### config.mk
export PLATFORM = sky130hd
export DESIGN_NAME = if_id_stage
export DESIGN_NICKNAME = d
export VERILOG_FILES = /design/src/rtl/if_id_stage.sv
export SDC_FILE = /design/constraint.sdc
export NUM_CORES = 1
export LEC_CHECK = 0
export BUFFER_PORTS_ARGS = -buffer_cell sky130_fd_sc_hd__buf_2
export CAP_MARGIN = 10
export CORE_MARGIN = 3
export CORE_UTILIZATION = 25
export CTS_CLUSTER_SIZE = 12
export DETAILED_ROUTE_END_ITERATION = 8
export GPL_TIMING_DRIVEN = 0
export PLACE_DENSITY = 0.47
export SLEW_MARGIN = 25
export SYNTH_ARGS = -nofsm -noshare
export SYNTH_HDL_FRONTEND = slang
export SYNTH_SLANG_ARGS = --single-unit
### constraint.sdc
create_clock -name clk -period 2.1 [get_ports clk]
set_clock_uncertainty 0.15 [all_clocks]
set_input_delay 0.105 -clock clk [delete_from_list [all_inputs] [get_ports clk]]
set_output_delay 0.105 -clock clk [all_outputs]
set_load 0.05 [all_outputs]
### src/rtl/if_id_stage.sv
// Instruction-fetch stage with the IF/ID pipeline register for the five-stage MIPS pipeline.
// Holds the PC, handles stall / branch / jump / flush, and inserts bubbles on redirect.
module if_id_stage #(
  parameter int                  PC_WIDTH  = 32,
  parameter logic [PC_WIDTH-1:0] RESET_PC  = '0,
  parameter logic [31:0]         NOP_INSTR = 32'h0000_0000
) (
  input  logic                clk,
  input  logic                rst_n,
  output logic [PC_WIDTH-1:0] imem_addr,
  input  logic [31:0]         imem_data,
  input  logic                stall,
  input  logic                jump,
  input  logic                if_flush,
  input  logic                branch_taken,
  input  logic [PC_WIDTH-1:0] branch_target,
  output logic [31:0]         if_id_instr,
  output logic [PC_WIDTH-1:0] if_id_pc4,
  output logic                if_id_valid,
  output logic [31:0]         fetch_count,
  output logic [15:0]         redirect_count
);

  logic [PC_WIDTH-1:0] pc;
  logic [PC_WIDTH-1:0] pc_plus4;
  logic [PC_WIDTH-1:0] jump_target;
  logic [PC_WIDTH-1:0] branch_aligned;

  assign pc_plus4       = pc + PC_WIDTH'(4);
  assign jump_target    = {if_id_pc4[PC_WIDTH-1:28], if_id_instr[25:0], 2'b00};
  assign branch_aligned = {branch_target[PC_WIDTH-1:2], 2'b00};
  assign imem_addr      = pc;

  // Stall freezes everything; a redirect request simply stays asserted until it is honoured.
  always_ff @(posedge clk or negedge rst_n) begin
    if (!rst_n) begin
      pc             <= RESET_PC;
      if_id_instr    <= NOP_INSTR;
      if_id_pc4      <= '0;
      if_id_valid    <= 1'b0;
      fetch_count    <= '0;
      redirect_count <= '0;
    end else if (!stall) begin
      if (branch_taken || jump) begin
        pc             <= branch_taken ? branch_aligned : jump_target;
        if_id_instr    <= NOP_INSTR;
        if_id_pc4      <= '0;
        if_id_valid    <= 1'b0;
        redirect_count <= redirect_count + 16'd1;
      end else if (if_flush) begin
        pc          <= pc_plus4;
        if_id_instr <= NOP_INSTR;
        if_id_pc4   <= '0;
        if_id_valid <= 1'b0;
      end else begin
        pc          <= pc_plus4;
        if_id_instr <= imem_data;
        if_id_pc4   <= pc_plus4;
        if_id_valid <= 1'b1;
        fetch_count <= fetch_count + 32'd1;
      end
    end
  end

endmodule

* Yosys cells after proc, flatten, opt, wreduce, memory -nomap -nowiden
Index checks and enable logic that the tools add are counted.
** Operators by class
- Bitwise operators :: 3
- Mux-type cells :: 8
- Reductions and logical operators :: 3
- Add/subtract/negate cells :: 3
** Operator list (number)
- two-way mux 32 bit :: 6
- adder 32 x 1 -> 32 bit, second input constant :: 1
- adder 32 x 3 -> 32 bit, second input constant :: 1
- adder 16 x 1 -> 16 bit, second input constant :: 1
- inverter 1 bit :: 3
- AND reduction 3 bit :: 1
- two-way mux 1 bit :: 2
- AND reduction 2 bit :: 1
- logical OR 1 bit :: 1
** Storage, ports and cells
- Word-level logic and storage cells :: 23
- Output and inout port bits :: 145
- Flip-flop bits (word level) :: 145

* Longest topological paths before layout
- Depth after elaboration :: 3
- Depth in mapped cells :: 7
- Gate-level depth less buffers :: 5

* Worst setup path before layout
OpenSTA, ideal clock, no wires.
- Kind :: flip-flop to flip-flop
- Start point :: reg pc[15] (netlist: imem_addr[15])
- End point :: reg pc[27] (netlist: imem_addr[27])
- Stages on the path, launching flop included :: 6
- Library setup time :: 0.126 ns
- Data arrival time :: 2.276 ns
- Setup slack :: -0.453 ns
- Path buffers :: 1
- Period minus slack after synthesis :: 2.553 ns
- Path through :: dfrtp_1 > buf_2 > nand3_1 > or4_1 > or2_2 > a311o_1
** On the way
- Word-level cells in the longest chain between the ends :: 2
** RTL lines
- start: declaration :: line 24 : logic [PC_WIDTH-1:0] pc;
- start signal: assignment :: line 45 : pc <= branch_taken ? branch_aligned : jump_target;
- start signal: assignment :: line 51 : pc <= pc_plus4;
- start signal: assignment :: line 56 : pc <= pc_plus4;
- adder 32 x 3 -> 32 bit :: line 29 : assign pc_plus4 = pc + PC_WIDTH'(4);
- two-way mux 32 bit :: line 44 : if (branch_taken || jump) begin
Every way passes these cells.
A chain may end at the register's enable or synchronous reset.

* Worst setup path after layout
- Start point :: reg pc[2] (netlist: imem_addr[2])
- End point :: reg if_id_pc4[27]
** On the way
- Word-level cells in the longest chain between the ends :: 3
** RTL lines
- adder 32 x 3 -> 32 bit :: line 29
- two-way mux 32 bit :: line 50 : end else if (if_flush) begin
- two-way mux 32 bit :: line 44
- end signal: assignment :: line 58 : if_id_pc4 <= pc_plus4;
- end: declaration :: line 18 : output logic [PC_WIDTH-1:0] if_id_pc4,
Every way passes these cells.

==> summary.md <==
| Metric | Value |
|---|---|
| Status | `finished, final reports clean` |
| Count of TritonRoute iterations in the first routing pass | `5` |
| I/O pin count | `approximately 220` |
| Register bit count reported by yosys | `142` |
| Worst endpoint required time | `approximately 2.3 ns` |
| Measured slew at the worst slew-check pin | `between 0.8 and 0.9 ns` |
| Worst slew slack as a fraction of its limit | `0.442` |
| Summed instance area of the synthesized netlist | `roughly 7200 um2` |
| Overall Power | `~8.7 mW` |
| Critical Path Fanout Max | `5` |
| Multi-input combinational cell area | `3540 um2` |
| Bufs on Longest Clock Path | `2` |
| Instance count along the most critical hold path | `4` |
| Clock insertion delay at the later pin of the skew report | `around 0.43 ns` |
| Height of the chip | `approximately 180 um` |
| Mean area per synthesized cell | `between 9 and 10 um2` |
| Shortest period the worst path allows | `2.06 ns` |
| Avg Vias per Cell | `between 5 and 6` |
| Initial antenna violation count | `1` |
| Inserted Clock Buffers | `17` |
| Power per standard cell area | `834 nW/um2` |
| Stage delay of the slowest cell on the critical path | `just under 0.6 ns` |
| Sequential area share after synthesis | `0.492` |
| Number of cell rows | `between 60 and 70` |
| Fill cell instance count of the final layout | `between 2000 and 3000` |
| Count of flip-flops with a built-in enable after synthesis | `0` |
| Post-Place Worst Slack | `-0.752 ns` |
| Final hold violation count | `0` |
| Post-synthesis async set-or-reset flop share | `1.00` |
| R2R Setup Slk | `approximately 0.035 ns` |
| Setup-failing EPs final | `0` |
| Die area | `between 30000 and 40000 um2` |
| Number of clock sinks | `around 140` |
| Destination of the worst register-to-register timing path | `if_id_pc4[27]` |
| Count of cell types in the netlist | `60` |
| Buffers added on ports | `between 200 and 250` |
| CTS H-Tree Depth | `4` |
| Floorplan die width | `~180 um` |
| Number of antenna repair diodes | `0` |
| Final worst-path cycle share | `0.983` |
| Reported leakage power | `around 4.9 nW` |
| Number of max-slew violations in the final report | `0` |
| Residual overflow from global routing | `0` |
| Type of element launching the critical path | `flip-flop` |
| Root buffer cell | `sky130_fd_sc_hd__clkbuf_16` |
| Global-route wire length before repair | `42900 um` |
| Number of maximum-capacitance constraint violations | `0` |
| Net count of the finished layout | `approximately 1100` |
| Number of remaining DRC errors | `0` |
| Cell family with the largest share of critical-path delay | `simple AND/OR/NAND/NOR gates` |
| Detailed placement HPWL | `approximately 20000 um` |
| Detailed-route wire length | `approximately 28000 um` |
| CP Capture Type | `flip-flop` |
| Drt wl/cell | `about 20 um` |
| Setup WS post-layout | `between 0.03 and 0.04 ns` |
| Vias in the first global route | `7222` |
| Number of synthesis warnings | `0` |
| HP Start | `branch_target[21]` |
| Remaining antenna violation count after routing | `0` |
| Most common cell after layout, fill and taps aside | `sky130_fd_sc_hd__buf_2` |
| Clock tree from TritonCTS | `done` |
| Arrival @ worst endpoint | `between 2 and 2.5 ns` |
| Slowest cell on the critical path | `sky130_fd_sc_hd__or4_4` |
| Initial cell density of the core | `0.256` |
| Final standard cell count with taps included and fillers excluded | `1425` |
| Cells after synthesis | `around 720` |
| Overall fraction of global-route tracks in use | `0.178` |
| Total area of sequential cells | `between 3000 and 4000 um2` |
| Crit path buf inv count | `1` |
| Number of violations reported at the end of detailed-routing iteration 0 | `slightly below 500` |
| Hold-critical path endpoint | `imem_addr[21]` |
| Class of the tightest hold or removal check | `input port to flip-flop` |
| VDD IR max | `~450 uV` |
| Gpl congestion | `approximately 0.83` |
| Cell count after placement | `roughly 1300` |
| Fraction of final layout cells with drive strength greater than 1 | `0.335` |
| Flip-flop cell with the highest count after synthesis | `sky130_fd_sc_hd__dfrtp_1` |
| Area inside the core boundary | `roughly 28000 um2` |
| Top library cells by usage in the layout, fill and taps aside | `209 x sky130_fd_sc_hd__buf_2, 116 x sky130_fd_sc_hd__dfrtp_1, 68 x sky130_fd_sc_hd__nand2_1` |
| Crit Path Class | `flip-flop to flip-flop` |
| Max Clk Rate | `484 MHz` |
| Ordered list of cells on the worst path | `buf_12 -> nand3_4 -> or4_4 -> or2_4 -> a221o_1` |
| Crit Reg-Reg Startpoint | `imem_addr[2]` |
| Clock-pin slew on the worst setup and hold paths | `~0.070 ns` |
| R2R depth | `5` |
| Detailed-route via count | `around 7300` |
| Growth of design area from synthesis to finish | `44.9%` |
| Pin count of the biggest net entering global routing | `78` |
[worst reg2reg max path: stages, from the launching register on]
cell,delay [ns]
sky130_fd_sc_hd__dfrtp_2,0.43
sky130_fd_sc_hd__buf_12,0.12
sky130_fd_sc_hd__nand3_4,0.10
sky130_fd_sc_hd__or4_4,0.59
sky130_fd_sc_hd__or2_4,0.26
sky130_fd_sc_hd__a221o_1,0.29
[Yosys cell counts (all sizes together), types with 20 or more instances]
master,count,share of area
nor3,28,0.019
xnor2,36,0.044
a22o,36,0.044
nand2,69,0.036
nand3,35,0.024
xor2,22,0.027
o21ai,39,0.027
nor4,20,0.022
nor2,31,0.016
clkbuf,41,0.022
dfrtp,142,0.49
nand4,27,0.023
[worst max-delay path by stage]
stage                       from              end  slack [ns]  depth (start not counted)
global route        imem_addr[9]    imem_addr[26]       -0.02                          7
CTS                 imem_addr[2]    if_id_pc4[27]      -0.008                          5
global placement           rst_n  fetch_count[19]       -1.90                          1
finish              imem_addr[2]    if_id_pc4[27]        0.04                          5
floorplan           imem_addr[4]    if_id_pc4[27]       -0.16                          5
detailed placement         stall    if_id_pc4[20]       -0.75                          7
[registers in the layout, indices dropped and copies added, names as in the netlist]
| register | cells |
|---|---|
| if_id_pc4 | 31 |
| imem_addr | 30 |
| if_id_instr | 32 |
| if_id_valid | 1 |
| fetch_count | 32 |
| redirect_count | 16 |
[power breakdown]
group          switching [mW]  total, mW  internal [mW]  leakage (nW)
combinational            1.48       2.13          0.646          2.73
sequential              0.304       3.27           2.97          1.84
clock                    1.30       3.34           2.04         0.306
total                    3.08       8.74           5.66          4.88
[through the flow]
step | utilization | instance area (um2) | setup TNS, ns | hold slack (ns)
2_1_floorplan | - | 7360 | -0.712 | -0.341
3_3_place_gp | 0.315 | 8880 | -294.54 | 0.165
3_5_place_dp | 0.317 | 8930 | -42.65 | 0.00225
4_1_cts | 0.366 | 10300 | -0.00761 | 0.000926
5_1_grt | 0.372 | 10500 | -0.0216 | 0.0312
6_report | 0.372 | 10500 | 0 | 0.00649
[cells by family after synthesis]
family | count (synthesis) | share of synthesized area
AOI/OAI and AO/OA | 185 | 0.194
xor gates and xnor gates | 58 | 0.0703
other | 1 | 0.000519
muxes | 4 | 0.00572
buffers and inverters | 71 | 0.0416
and+or+nand+nor | 260 | 0.191
DFF | 142 | 0.492
adders and majority gates | 3 | 0.00520
[timing repair]
item | in CTS | in global routing
setup endpoints to repair | 64 | 49
gates cloned | 0 | 1
setup buffers | 19 | 12
pin swaps | 6 | 8
hold buffers | 51 | 0
resized for setup | 18 | 22
hold endpoints to repair | 126 | 0
[area by class of cell]
cell class,instances,area share
sequential,142,0.343
multi-input combinational,512,0.338
timing repair buffer,293,0.178
tap,378,0.0452
clock buffer,20,0.0427
buffer,54,0.0306
clock inverter,12,0.0177
inverter,14,0.00502
[routing by layer]
layer	track usage	wire [um]
met5	0	13
met1	0.246	12900
met3	0.0432	1960
met4	0.0574	704
met2	0.276	12200
Note: power is estimated with default switching activity, not from simulation.
